[config.mk]
export PLATFORM = sky130hd
export DESIGN_NAME = spi_peripheral
export DESIGN_NICKNAME = d
export VERILOG_FILES = /design/src/rtl/spi_pkg.sv /design/src/rtl/spi_input_sync.sv /design/src/rtl/spi_peripheral.sv
export SDC_FILE = /design/constraint.sdc
export NUM_CORES = 1
export LEC_CHECK = 0
export BUFFER_PORTS_ARGS = -buffer_cell sky130_fd_sc_hd__buf_2
export CAP_MARGIN = 20
export CELL_PAD_IN_SITES_DETAIL_PLACEMENT = 0
export CELL_PAD_IN_SITES_GLOBAL_PLACEMENT = 1
export CORE_UTILIZATION = 35
export CTS_BUF_LIST = sky130_fd_sc_hd__clkbuf_2 sky130_fd_sc_hd__clkbuf_4 sky130_fd_sc_hd__clkbuf_8
export CTS_CLUSTER_DIAMETER = 120
export DETAILED_ROUTE_END_ITERATION = 16
export HOLD_SLACK_MARGIN = 0.12
export PLACE_DENSITY = 0.68
export SLEW_MARGIN = 25
export SYNTH_ARGS = -nofsm -noshare
export SYNTH_HDL_FRONTEND = slang
export SYNTH_SLANG_ARGS = --single-unit
[constraint.sdc]
create_clock -name clock_in -period 5.5 [get_ports clock_in]
set_input_delay 1.1 -clock clock_in [delete_from_list [all_inputs] [get_ports clock_in]]
set_output_delay 1.1 -clock clock_in [all_outputs]
set_load 0.005 [all_outputs]
[src/rtl/spi_pkg.sv]
`default_nettype none
// ============================================================================
// Module      : spi_pkg
// Description : Shared types and constants for the SPI peripheral front-end.
//               Holds the transaction state enum, the byte width and the
//               saturation ceiling for the operand byte counter.
// Revision    : 1.0 - initial release
// ============================================================================
package spi_pkg;

    typedef enum logic [1:0] {
        IDLE    = 2'd0,
        OPCODE  = 2'd1,
        OPERAND = 2'd2
    } spi_state_t;

    localparam int          BYTE_BITS         = 8;
    localparam logic [31:0] OPERAND_COUNT_MAX = 32'h7FFF_FFFF;

endpackage : spi_pkg
`default_nettype wire

[src/rtl/spi_input_sync.sv]
`default_nettype none
// ============================================================================
// Module      : spi_input_sync
// Description : Multi-flop synchroniser for one asynchronous SPI pin, plus a
//               rise/fall detector on the synchronised level.
// Ports       : clock_in   - system clock
//               reset_n_in - asynchronous active-low reset
//               i_data     - raw pin
//               o_sync     - synchronised level
//               o_rise     - one-cycle pulse on synchronised 0->1
//               o_fall     - one-cycle pulse on synchronised 1->0
// Revision    : 1.0 - initial release
// ============================================================================
module spi_input_sync #(
    parameter int SYNC_STAGES = 2
) (
    input  logic clock_in,
    input  logic reset_n_in,
    input  logic i_data,
    output logic o_sync,
    output logic o_rise,
    output logic o_fall
);

    logic [SYNC_STAGES-1:0] r_sync;
    logic                   r_prev;

    // All flops reset low: a pin already low when reset releases therefore
    // produces no fall pulse, which is what keeps a CS held low through
    // reset from starting a transaction.
    always_ff @(posedge clock_in or negedge reset_n_in) begin
        if (!reset_n_in) begin
            r_sync <= '0;
            r_prev <= 1'b0;
        end else begin
            r_sync <= {r_sync[SYNC_STAGES-2:0], i_data};
            r_prev <= r_sync[SYNC_STAGES-1];
        end
    end

    assign o_sync = r_sync[SYNC_STAGES-1];
    assign o_rise = r_sync[SYNC_STAGES-1] & ~r_prev;
    assign o_fall = ~r_sync[SYNC_STAGES-1] & r_prev;

endmodule : spi_input_sync
`default_nettype wire

[src/rtl/spi_peripheral.sv]
`default_nettype none
// ============================================================================
// Module      : spi_peripheral
// Description : SPI mode-0 target front-end, oversampled in the clock_in
//               domain. First byte of a transaction is the opcode, each
//               further byte is an operand strobe. Response bytes are
//               shifted out on CIPO, MSB first.
// Ports       : clock_in, reset_n_in            - clock, async active-low reset
//               spi_sck_in/cs_n_in/copi_in      - SPI pins from the host
//               spi_cipo_out                    - SPI data to the host
//               op_code_out/op_code_valid_out   - captured opcode
//               operand_out/operand_valid_out   - operand byte + 1-cycle strobe
//               operand_count_out               - operand bytes since opcode
//               response_in/response_valid_in   - byte to return to the host
// Revision    : 1.0 - initial release
// ============================================================================
module spi_peripheral
    import spi_pkg::*;
#(
    parameter int SYNC_STAGES = 2
) (
    input  logic        clock_in,
    input  logic        reset_n_in,
    input  logic        spi_sck_in,
    input  logic        spi_cs_n_in,
    input  logic        spi_copi_in,
    output logic        spi_cipo_out,
    output logic [7:0]  op_code_out,
    output logic        op_code_valid_out,
    output logic [7:0]  operand_out,
    output logic        operand_valid_out,
    output logic [31:0] operand_count_out,
    input  logic [7:0]  response_in,
    input  logic        response_valid_in
);

    localparam logic [2:0] c_last_bit = 3'(BYTE_BITS - 1);

    logic       w_sck_rise;
    logic       w_sck_fall;
    logic       w_sck_unused_sync;
    logic       w_cs_sync;
    logic       w_cs_fall;
    logic       w_cs_unused_rise;
    logic       w_copi_sync;
    logic       w_copi_unused_rise;
    logic       w_copi_unused_fall;

    spi_state_t r_state;
    spi_state_t w_state_next;
    logic [2:0] r_bit_cnt;
    // Only the low seven bits are stored; the complete byte is w_rx_next on
    // the cycle the eighth bit arrives.
    logic [6:0] r_rx;
    logic [7:0] w_rx_next;
    logic [7:0] r_tx;
    logic       r_load_pending;
    logic       w_byte_done;

    spi_input_sync #(.SYNC_STAGES(SYNC_STAGES)) u_sck_sync (
        .clock_in   (clock_in),
        .reset_n_in (reset_n_in),
        .i_data     (spi_sck_in),
        .o_sync     (w_sck_unused_sync),
        .o_rise     (w_sck_rise),
        .o_fall     (w_sck_fall)
    );

    spi_input_sync #(.SYNC_STAGES(SYNC_STAGES)) u_cs_sync (
        .clock_in   (clock_in),
        .reset_n_in (reset_n_in),
        .i_data     (spi_cs_n_in),
        .o_sync     (w_cs_sync),
        .o_rise     (w_cs_unused_rise),
        .o_fall     (w_cs_fall)
    );

    spi_input_sync #(.SYNC_STAGES(SYNC_STAGES)) u_copi_sync (
        .clock_in   (clock_in),
        .reset_n_in (reset_n_in),
        .i_data     (spi_copi_in),
        .o_sync     (w_copi_sync),
        .o_rise     (w_copi_unused_rise),
        .o_fall     (w_copi_unused_fall)
    );

    assign w_rx_next   = {r_rx, w_copi_sync};
    assign w_byte_done = w_sck_rise && (r_bit_cnt == c_last_bit);

    // ------------------------------------------------------------------
    // State register
    // ------------------------------------------------------------------
    always_ff @(posedge clock_in or negedge reset_n_in) begin
        if (!reset_n_in) begin
            r_state <= IDLE;
        end else begin
            r_state <= w_state_next;
        end
    end

    // ------------------------------------------------------------------
    // Next-state logic. CS high is checked first so that it beats an SCK
    // rise synchronised on the same cycle. A new transaction needs a CS
    // falling edge, not merely a low level.
    // ------------------------------------------------------------------
    always_comb begin
        w_state_next = r_state;
        if (w_cs_sync) begin
            w_state_next = IDLE;
        end else begin
            case (r_state)
                IDLE:    if (w_cs_fall)   w_state_next = OPCODE;
                OPCODE:  if (w_byte_done) w_state_next = OPERAND;
                OPERAND: w_state_next = OPERAND;
                default: w_state_next = IDLE;
            endcase
        end
    end

    // ------------------------------------------------------------------
    // Datapath: shift registers, byte capture, counter and CIPO shifter
    // ------------------------------------------------------------------
    always_ff @(posedge clock_in or negedge reset_n_in) begin
        if (!reset_n_in) begin
            r_bit_cnt         <= '0;
            r_rx              <= '0;
            r_tx              <= '0;
            r_load_pending    <= 1'b0;
            op_code_out       <= '0;
            op_code_valid_out <= 1'b0;
            operand_out       <= '0;
            operand_valid_out <= 1'b0;
            operand_count_out <= '0;
        end else if (w_cs_sync) begin
            // Partial byte is dropped; captured bytes are kept for the consumer.
            r_bit_cnt         <= '0;
            r_rx              <= '0;
            r_tx              <= '0;
            r_load_pending    <= 1'b0;
            op_code_valid_out <= 1'b0;
            operand_valid_out <= 1'b0;
            operand_count_out <= '0;
        end else begin
            operand_valid_out <= 1'b0;
            if (r_state == IDLE) begin
                r_bit_cnt         <= '0;
                r_rx              <= '0;
                r_tx              <= '0;
                r_load_pending    <= 1'b0;
                operand_count_out <= '0;
            end else begin
                if (w_sck_rise) begin
                    r_rx <= w_rx_next[6:0];
                    if (r_bit_cnt == c_last_bit) begin
                        r_bit_cnt      <= '0;
                        r_load_pending <= 1'b1;
                        if (r_state == OPCODE) begin
                            op_code_out       <= w_rx_next;
                            op_code_valid_out <= 1'b1;
                        end else begin
                            operand_out       <= w_rx_next;
                            operand_valid_out <= 1'b1;
                            if (operand_count_out != OPERAND_COUNT_MAX) begin
                                operand_count_out <= operand_count_out + 32'd1;
                            end
                        end
                    end else begin
                        r_bit_cnt <= r_bit_cnt + 3'd1;
                    end
                end
                // The first fall after a byte boundary loads the response so
                // its MSB is on CIPO before the host's next sampling rise.
                if (w_sck_fall) begin
                    if (r_load_pending) begin
                        r_tx           <= response_valid_in ? response_in : 8'h00;
                        r_load_pending <= 1'b0;
                    end else begin
                        r_tx <= {r_tx[6:0], 1'b0};
                    end
                end
            end
        end
    end

    assign spi_cipo_out = ~w_cs_sync & r_tx[7];

endmodule : spi_peripheral
`default_nettype wire

==> impl_metrics.toml <==
[power]
power_density_nw_per_um2 = 278.2
seq_power_share_pct = 48.3
irDropWorstVdd_v = 0.0001787
internal-power_uw = 875.5
leakagePower_uw = 0.002092
power.switching_uw = 383.3
power.share.combinational_pct = 16.3
power.share.clock_pct = 35.4
switching_share_pct = 30.45

[hold_path]
min_path_type = "reg -> reg"

[clock_tree]
cts_tree = "yes"
clock_tree.root_cell = "clkbuf_8"
cts-buffers-inserted = 9
cts_resized = 0
clk_pin_slew_ps = 90
cts_sinks = 79
cts_htree_levels = 3
hold_buffers = 0
clockBufferDepth = 2
cts_setup_buffers = 0
clk-insertion-delay-late_ps = 370

[timing]
fin_crit_sh_pct = 53.87
fmax_mhz = 337.5
slew_viol_final = 0
maxSlewHeadroom_pct = 38.63
clock_skew_ps = 11.71
finalHoldWorstSlack_ps = 352.9
fin_setup_tns_ps = 0
setup_viol = 0
finalCriticalPeriod_ps = 2963
worstMarginPinSlew_ps = 917.1
rsz0062_at_grt = "no"
hold_viol = 0

[grt]
antenna_found_initial = 0
globalRouteTotalUtil_pct = 17.62
grt_max_degree = 80
grt_pass1_vias = 3168
grt-ovfl-total = 0
grt_first_pass_wirelength_um = 15850

[drt]
vias = 3248
drt_iter0_drc = 119
drc = 0
final_antenna_net_count = 0
avgRoutedWirePerCell_um = 16.05
vias_per_cell = 5.496
drtPass1Iterations = 4
drt_wl_total_um = 9488

[yosys]
synthArstFlopShare_pct = 100.0
ys.flop_type = "dfrtp_1"
synth_top_area_share_pct = 50.71
synth_edf_count = 0
syn_area_um2 = 3899
synth.largest_area_cell = "dfrtp_1"
synth_nets = 411
synth_area_leaders = "dfrtp_1 (51%), mux2_2 (4.6%), nand2_1 (3.9%)"
syn_inst = 390
synth_common_cells = "dfrtp_1 (79), nand2_1 (41), nor2_1 (29), nand3_1 (23), a21oi_1 (20)"
synth-seq-cells = 79
avgSynthCellArea_um2 = 9.997
synth-seq-area-share_pct = 50.71
synth.most_common_cell = "dfrtp_1"
ys_warn_count = 0
synth.distinct_cells = 49

[die]
ios = 65
die_height_um = 107.5
dieWidth_um = 107.5
start_util_pct = 35.96
coreArea_um2 = 10840
die_area_um2 = 11560
num_rows = 38

[setup_path]
critPathLaunchType = "flop"
crit_buf_inv = 2
worstSetupEndpointType = "flop"
arrival_ps = 3270
required_ps = 5800
crit_chain = "inv_1 > ha_1 > or2_2 > nor4_1 > buf_4 > or2_2 > a221o_1"
cp_common_cell = "or2_2"
crit_type = "reg -> reg"
cp_top_family = "simple AND/OR/NAND/NOR gates"
cp_max_fo = 25
cp_slowest_cell = "nor4_1"
max_stage_delay_ps = 850

[run_status]
status = "complete, no violations"

[finish]
multi_input_area_um2 = 1775
fin_util_pct = 41.74
syn_to_final_growth_pct = 16.05
seq_area_um2 = 1977
nets = 467
final_area_um2 = 4524
final_layout_size_suffix_gt1_share_pct = 25.50
nFillCells = 1095
diodes = 0

[flow_run]
maxCapViolCount = 0

[placed_design]
io_buffers = 64
place_congestion = 0.8328
place_hpwl_um = 6271
dpl_cell_area_um2 = 4322
[routing by layer]
layer | track usage (%) | vias to the layer above | share of wire, % | wire (µm)
met3 | 3.995 | 15 | 5.0 | 477
met2 | 28.25 | 85 | 47 | 4473
met1 | 22.86 | 1575 | 46 | 4379
li1 | - | 1573 | - | -
met5 | 0 | - | 0 | 0
met4 | 7.241 | 0 | 1.7 | 158
[worst register-to-register path: cells and delay by family (launching register included)]
| kind | cells | cell delay, ps |
|---|---|---|
| adders and majority gates | 1 | 260 |
| DFF | 1 | 410 |
| AOI/OAI and AO/OA | 1 | 190 |
| buffers and inverters | 2 | 370 |
| and+or+nand+nor | 3 | 1660 |
[worst paths after layout]
kind | slack, ps | depth (start not counted) | end | from
hold reg to reg | 350 | 0 | u_copi_sync.r_sync[1] | u_copi_sync.r_sync[0]
setup reg to reg | 2540 | 7 | operand_count_out[16] | r_state[0]
hold / removal | 350 | 0 | u_copi_sync.r_sync[1] | u_copi_sync.r_sync[0]
max in group asynchronous | 4250 | 1 | operand_count_out[28] | reset_n_in
setup / recovery | 2540 | 7 | operand_count_out[16] | r_state[0]
min in group asynchronous | 750 | 1 | operand_count_out[20] | reset_n_in
[metrics by stage]
step	cells	setup slack, ps	power (µW)
5_1_grt	591	2331	1326
3_3_place_gp	575	2504	825.8
6_report	591	2537	1259
4_1_cts	591	2542	1283
2_1_floorplan	390	3313	765.4
3_5_place_dp	575	2569	827.8
[final cells by class]
cell class	instances	area share, %
flip-flops and latches	79	43.69
clock inverters	6	1.493
clock buffers	10	2.904
inverters	11	0.9126
multi-input cells	277	39.24
well taps	140	3.872
repair buffers	68	7.882
[cells in the final DEF, fill, tap and decap left out, types with 3 or more instances in the layout]
master	Yosys	layout
nand2_1	41	41
nor2b_1	3	3
nor2_1	29	29
buf_2	2	63
or4_1	8	8
nand3_1	23	23
o311ai_0	4	4
clkbuf_8	0	9
o211ai_1	7	7
a221o_1	8	8
a31oi_1	4	4
and4_1	8	8
nand3b_1	3	3
a211oi_1	3	3
a21oi_1	20	20
ha_1	7	7
nor3_2	3	3
a221oi_1	7	7
o31ai_1	4	4
nand4_1	19	19
o21ai_0	11	11
or2_2	7	7
mux2_2	16	16
inv_1	11	11
nor3_1	14	14
nand2b_1	3	3
buf_4	2	4
dfrtp_1	79	79
[registers in the layout, summed over array words and instances (netlist names), 2 cells and up]
register            count
op_code_out             8
r_rx                    7
u_cs_sync.r_sync        2
r_bit_cnt               3
operand_count_out      32
u_copi_sync.r_sync      2
operand_out             8
r_state                 2
u_sck_sync.r_sync       2
r_tx                    8
[kinds of logic (layout without fill, tap and decap cells)]
| family | Yosys count | in the layout | synth area share, % |
|---|---|---|---|
| AOI/OAI and AO/OA | 78 | 78 | 14.02 |
| adders and majority gates | 7 | 7 | 2.246 |
| buffers and inverters | 34 | 95 | 3.915 |
| DFF | 79 | 79 | 50.71 |
| muxes | 18 | 18 | 5.135 |
| and+or+nand+nor | 174 | 174 | 23.97 |
[power groups by stage]
stage                     clock (µW)  combinational (µW)  sequential, µW
after global routing             482                 234             610
final                            446                 205             608
after global placement             0                 207             619
after CTS                        466                 209             608
after detailed placement           0                 208             619
after floorplan                    0                 150             616
No activity file was read; power rests on OpenSTA's default activity.
